[src/rtl/svi_serializer.sv]
// Parallel-to-serial shifter: accepts a WIDTH-bit word and emits it LSB first,
// one bit per clock, with back-to-back reload on the final bit.
module svi_serializer #(
  parameter int WIDTH = 8
) (
  input  logic                     i_clk,
  input  logic                     i_rst_n,
  input  logic                     i_valid,
  input  logic [WIDTH-1:0]         i_data,
  output logic                     o_ready,
  output logic                     o_a,
  output logic                     o_valid,
  output logic                     o_last,
  output logic [$clog2(WIDTH)-1:0] o_count
);

  localparam int             CW   = $clog2(WIDTH);
  localparam logic [CW-1:0]  LAST = CW'(WIDTH - 1);

  typedef enum logic {
    IDLE  = 1'b0,
    SHIFT = 1'b1
  } state_t;

  state_t           r_state;
  state_t           w_state_nxt;
  logic [WIDTH-1:0] r_data;
  logic [WIDTH-1:0] w_data_nxt;
  logic [CW-1:0]    r_count;
  logic [CW-1:0]    w_count_nxt;
  logic             w_at_last;
  logic             w_accept;

  always_ff @(posedge i_clk) begin
    if (!i_rst_n) begin
      r_state <= IDLE;
      r_data  <= '0;
      r_count <= '0;
    end else begin
      r_state <= w_state_nxt;
      r_data  <= w_data_nxt;
      r_count <= w_count_nxt;
    end
  end

  always_comb begin
    w_state_nxt = r_state;
    w_data_nxt  = r_data;
    w_count_nxt = r_count;

    w_at_last = (r_state == SHIFT) && (r_count == LAST);
    // The final bit cycle doubles as the load slot so words can stream gap-free.
    o_ready   = i_rst_n && ((r_state == IDLE) || w_at_last);
    w_accept  = i_valid && o_ready;

    case (r_state)
      IDLE: begin
        if (w_accept) begin
          w_state_nxt = SHIFT;
          w_data_nxt  = i_data;
          w_count_nxt = '0;
        end
      end
      SHIFT: begin
        if (w_accept) begin
          w_data_nxt  = i_data;
          w_count_nxt = '0;
        end else if (w_at_last) begin
          w_state_nxt = IDLE;
          w_count_nxt = '0;
        end else begin
          w_count_nxt = r_count + CW'(1);
        end
      end
      default: begin
        w_state_nxt = IDLE;
        w_count_nxt = '0;
      end
    endcase

    o_valid = (r_state == SHIFT);
    o_a     = (r_state == SHIFT) ? r_data[r_count] : 1'b0;
    o_last  = w_at_last;
    o_count = r_count;
  end

endmodule

[config.mk]
export PLATFORM = sky130hd
export DESIGN_NAME = svi_serializer
export DESIGN_NICKNAME = d
export VERILOG_FILES = /design/src/rtl/svi_serializer.sv
export SDC_FILE = /design/constraint.sdc
export NUM_CORES = 1
export LEC_CHECK = 0
export CAP_MARGIN = 20
export CORE_AREA = 2 2 39 41
export DETAILED_ROUTE_END_ITERATION = 8
export DIE_AREA = 0 0 41 43
export GPL_ROUTABILITY_DRIVEN = 0
export HOLD_SLACK_MARGIN = 0.12
export PLACE_DENSITY_LB_ADDON = 0.08
export SLEW_MARGIN = 10
export SYNTH_ARGS = -nofsm -noshare
export SYNTH_HDL_FRONTEND = slang
export SYNTH_SLANG_ARGS = --single-unit
[constraint.sdc]
create_clock -name i_clk -period 4.7 [get_ports i_clk]
set_input_delay 1.41 -clock i_clk [delete_from_list [all_inputs] [get_ports i_clk]]
set_output_delay 1.41 -clock i_clk [all_outputs]
set_load 0.03 [all_outputs]
## After elaboration in Yosys (flattened, before gate mapping)

Index checks and enable logic that the tools add are counted.

- Output and inout bits: 7
- Register bits after elaboration: 12

- Order comparisons: 1
- Multiplexer cells: 12
- Reduce and logical (&&, ||, !) cells: 4
- Equality and inequality tests: 2
- Bitwise operators: 1
- $add $sub $neg: 1

Operators with widths:

| operator | number |
|---|---|
| $mux 3 | 3 |
| $mux 8 | 1 |
| $pmux 3 s2 | 1 |
| $mux 1 | 5 |
| $lt 3x4->1 const B | 1 |
| $add 3x1->3 const B | 1 |
| $bmux 1 s3 | 1 |
| $eq 3x3->1 const B | 1 |
| $logic_and 1x1->1 | 3 |
| $ne 2x2->1 const B | 1 |
| $pmux 1 s2 | 1 |
| $logic_or 1x1->1 | 1 |
| $not 1->1 | 1 |

## Longest topological paths before layout

Gate-level depths: netlist (run 1).

- Depth in word-level cells: 7
- Depth in mapped cells: 6
- Mapped depth without buffers: 5

## Worst setup path after synthesis (run 1)

No wires, ideal clock.

- Kind: input to output
- Start: in i_rst_n
- End: out o_ready
- Setup slack: 1.304 ns
- Buffers on the path: 1
- Stages on the path: 2
- Arrival: 1.986 ns
- Cells stage by stage: clkbuf_1 -> and2_1

- Word-level cells in the longest chain between the ends: 1

RTL lines:

| what | line | text |
|---|---|---|
| from (decl) | 7 | `input logic i_rst_n,` |
| $logic_and 1x1->1 | 53 | `o_ready = i_rst_n && ((r_state == IDLE) \|\| w_at_last);` |
| to (decl) | 10 | `output logic o_ready,` |

Every way passes these cells.

## Worst setup path after layout (run 1)

Same ends and word-level chain as after synthesis.

==> results of run 1 <==
==> cells in the final DEF, fill, tap and decap left out, drive strengths merged, types with 2 or more instances in the layout <==
cell | Yosys | final
clkdlybuf4s50 | 0 | 17
dfxtp | 12 | 12
nand2 | 8 | 8
nand4 | 8 | 8
o21ai | 8 | 8
clkbuf | 3 | 4
and2 | 2 | 2
mux2i | 2 | 2
nor2 | 2 | 2
nor2b | 2 | 2
o21a | 2 | 2
ha | 2 | 2
nor3b | 2 | 2
==> worst reg2reg max path, cell delays in order (launching register included) <==
cell and delay (ps):
dfxtp_1 430, ha_1 180, ha_1 160, nand2b_1 360, and3_1 420, o21ai_0 150
==> power by group <==
part	total [mW]	internal (mW)	switching [mW]	leakage (nW)
clock network	0.0830	0.0471	0.0359	0.0210
registers	0.113	0.108	0.00464	0.0986
logic	0.0384	0.0195	0.0189	0.178
==> cells by family (layout without fill, tap and decap cells) <==
kind of cell | count (synthesis) | after routing
buf+inv | 6 | 23
flops | 12 | 12
compound gates | 13 | 13
simple gates | 27 | 27
fa+ha+maj | 2 | 2
mux | 4 | 4
==> state kept, by name (all words and copies together) (netlist names) <==
name     flops
o_valid      1
r_data       8
o_count      3
==> worst max-delay path by stage <==
stage	from	end	cells after the start
final	i_rst_n	o_ready	3
after global routing	i_rst_n	o_ready	3
after CTS	i_rst_n	o_ready	3
after detailed placement	i_rst_n	o_ready	3
after global placement	i_rst_n	o_ready	3
after floorplan	i_rst_n	o_ready	2
==> per-stage QoR <==
step / hold WS [ps] / total power [mW]
global route: 488 / 0.245
floorplan: 424 / 0.137
detailed placement: 442 / 0.154
global placement: 443 / 0.153
CTS: 456 / 0.238
finish: 457 / 0.234
==> area by class of cell <==
class	count	area [um^2]
inverter	1	3.75
tap	16	20.0
sequential	12	240
fill	135	597
multi-input combinational	46	309
clock buffer	4	36.3
timing repair buffer	18	178
==> layer usage <==
metal,wire length [um],part of all wire [%]
met2,563,46
met4,19,1.5
met1,593,48
met3,52,4.2
met5,0,0
==> reports/metrics.yaml, run 1 <==
run_status:
  status: "completed"
synth:
  yosysMostFrequentCell: "dfxtp_1"
  yosys-top-cells-area: "dfxtp_1 (41%), nand4_1 (8.6%), o21ai_0 (5.2%)"
  mappedNetlistArea_um2: 581
  synthXorXnorAreaFrac_pct: 0
  yosys.area_share.simple_pct: 25.9
  synth_fa_ha_area_share_pct: 4.31
  synth-warning-count: 0
  muxShareOfSynthArea_pct: 9.91
  syn_nets: 77
  post_synth_num_cell_types: 25
  ys_async_sr_fraction_pct: 0
  yosys-top-cells-count: "dfxtp_1 (12), nand2_1 (8), nand4_1 (8)"
  synth-edff-count: 0
  yosys_most_used_dff: "dfxtp_1"
  yosys_register_bits: 12
  synth.avg_cell_area_um2: 9.07
  synthDominantAreaCellType: "dfxtp_1"
  compound_cell_area_share_of_the_yosys_netlist_pct: 13.1
  syn_inst: 64
  synth_top_area_share_pct: 41.4
  main_combinational_cell_family_by_area_after_synthesis: "simple AND/OR/NAND/NOR gates"
  synth.yosys.seq_area_share_pct: 41.4
sta:
  slew_violations: 0
  max_freq_mhz: 245
  worstMarginPinSlew_ps: 439
  min_period_over_period_pct: 86.9
  finalSetupViolCount: 0
  totalNegativeSetupSlack_ps: 0
  rsz0062_at_grt: "false"
  final.setup_skew_ps: 3.81
  setup_ws_ps: 617
  timing_hold_violations_final: 0
  post-route-min-period_ps: 4080
  max-slew-margin-rel_pct: 70.6
route:
  vias_per_cell: 5.25
  post_drt_wl_per_cell_um: 12.7
  via_count: 509
  detail_route.wirelength_um: 1230
  drt_first_iter_violations: 12
  drtPass1Iterations: 4
  antenna_left: 0
  drt_drc_violations_left: 0
setup_path:
  regToRegEndpoint: "r_data[6]$_SDFFE_PN0P_"
  critPathLaunchType: "input port"
  cpMostUsedCell: "clkdlybuf4s50_1"
  crit_chain: "clkdlybuf4s50_1, and2_1, clkdlybuf4s50_1"
  cp.buffers_inverters: 2
  crit_family: "buffers and inverters"
  critical-path-max-stage-delay_ps: 670
  required_ps: 3290
  timing_worst_setup_path_type: "in -> out"
  timing.critical_path.arrival_ps: 2670
  endpoint_kind: "output port"
  crit_slowest_cell: "clkdlybuf4s50_1"
  regToRegStartpoint: "o_count[1]$_SDFFE_PN0P_"
  path_max_fanout: 2
  reg2reg_setup_slack_ps: 2880
  worst-r2r-cell-count: 5
place:
  place_worst_setup_slack_ps: 617
  place.detailed.hpwl_um: 842
  port_buffers: 17
  placed_area_um2: 751
  post-place-cells: 93
clocking:
  numClockSinks: 12
  cts-resized-gates: 0
  post_cts.repair.setup_buffers: 0
  cts.root.buffer_cell: "clkbuf_4"
  clkLatencyLatePin_ps: 270
  cts_made_buffers: 3
  clock_tree_from_tritoncts: "done"
  cts_hold_buf: 0
  htreeDepth: 1
  clkSlewWorstSetupHoldPaths_ps: 80
  cts.path.max_buffers: 2
global_routing:
  first_global_vias: 498
  grtUsageMet3_pct: 3.14
  grt_util_met1_pct: 24.0
  antenna_violations_before_repair: 0
  grt_use_met2_pct: 25.3
  busiest_layer: "met2"
  gr-usage-all-layers_pct: 18.0
  grt_pass1_wl_um: 2120
  maximum_number_of_pins_on_one_net_before_global_route_repair: 22
  total_congestion_overflow: 0
hold_path:
  hold-path-cell-count: 2
  min_to: "r_data[1]$_SDFFE_PN0P_"
  hold_path_startpoint: "r_data[1]$_SDFFE_PN0P_"
  hold_path_class: "reg -> reg"
floorplanning:
  die-area_mm2: 0.00176
  design.core.area_mm2: 0.00138
  io-pin-count: 18
  dieWidth_um: 41
  starting_utilization_of_the_core_area_pct: 42.0
  core.rowCount: 14
  chipHeight_um: 43
layout:
  layout.cell_area.non_filler_um2: 787
  layout.nets: 95
  insertedDiodeCount: 0
  area_delta_synth_final_pct: 35.6
  final_core_utilization_pct: 56.9
  finish.cell_count_without_fillers: 97
  fraction_of_final_layout_cells_with_drive_strength_greater_than_1_pct: 8.64
power_and_ir_drop:
  worst_ir_drop_vdd_v: 0.000180
  leakagePower_nw: 0.297
  powerDensity_mw_per_mm2: 297
job:
  max_cap_viol_count: 0
Power figures use the tool's default switching activity.
==> inputs of run 2 (changes only) <==
- SKIP_LAST_GASP: default -> 1
==> results of run 2 <==
No change in the layout: final DEF, timing and power equal those of run 1.
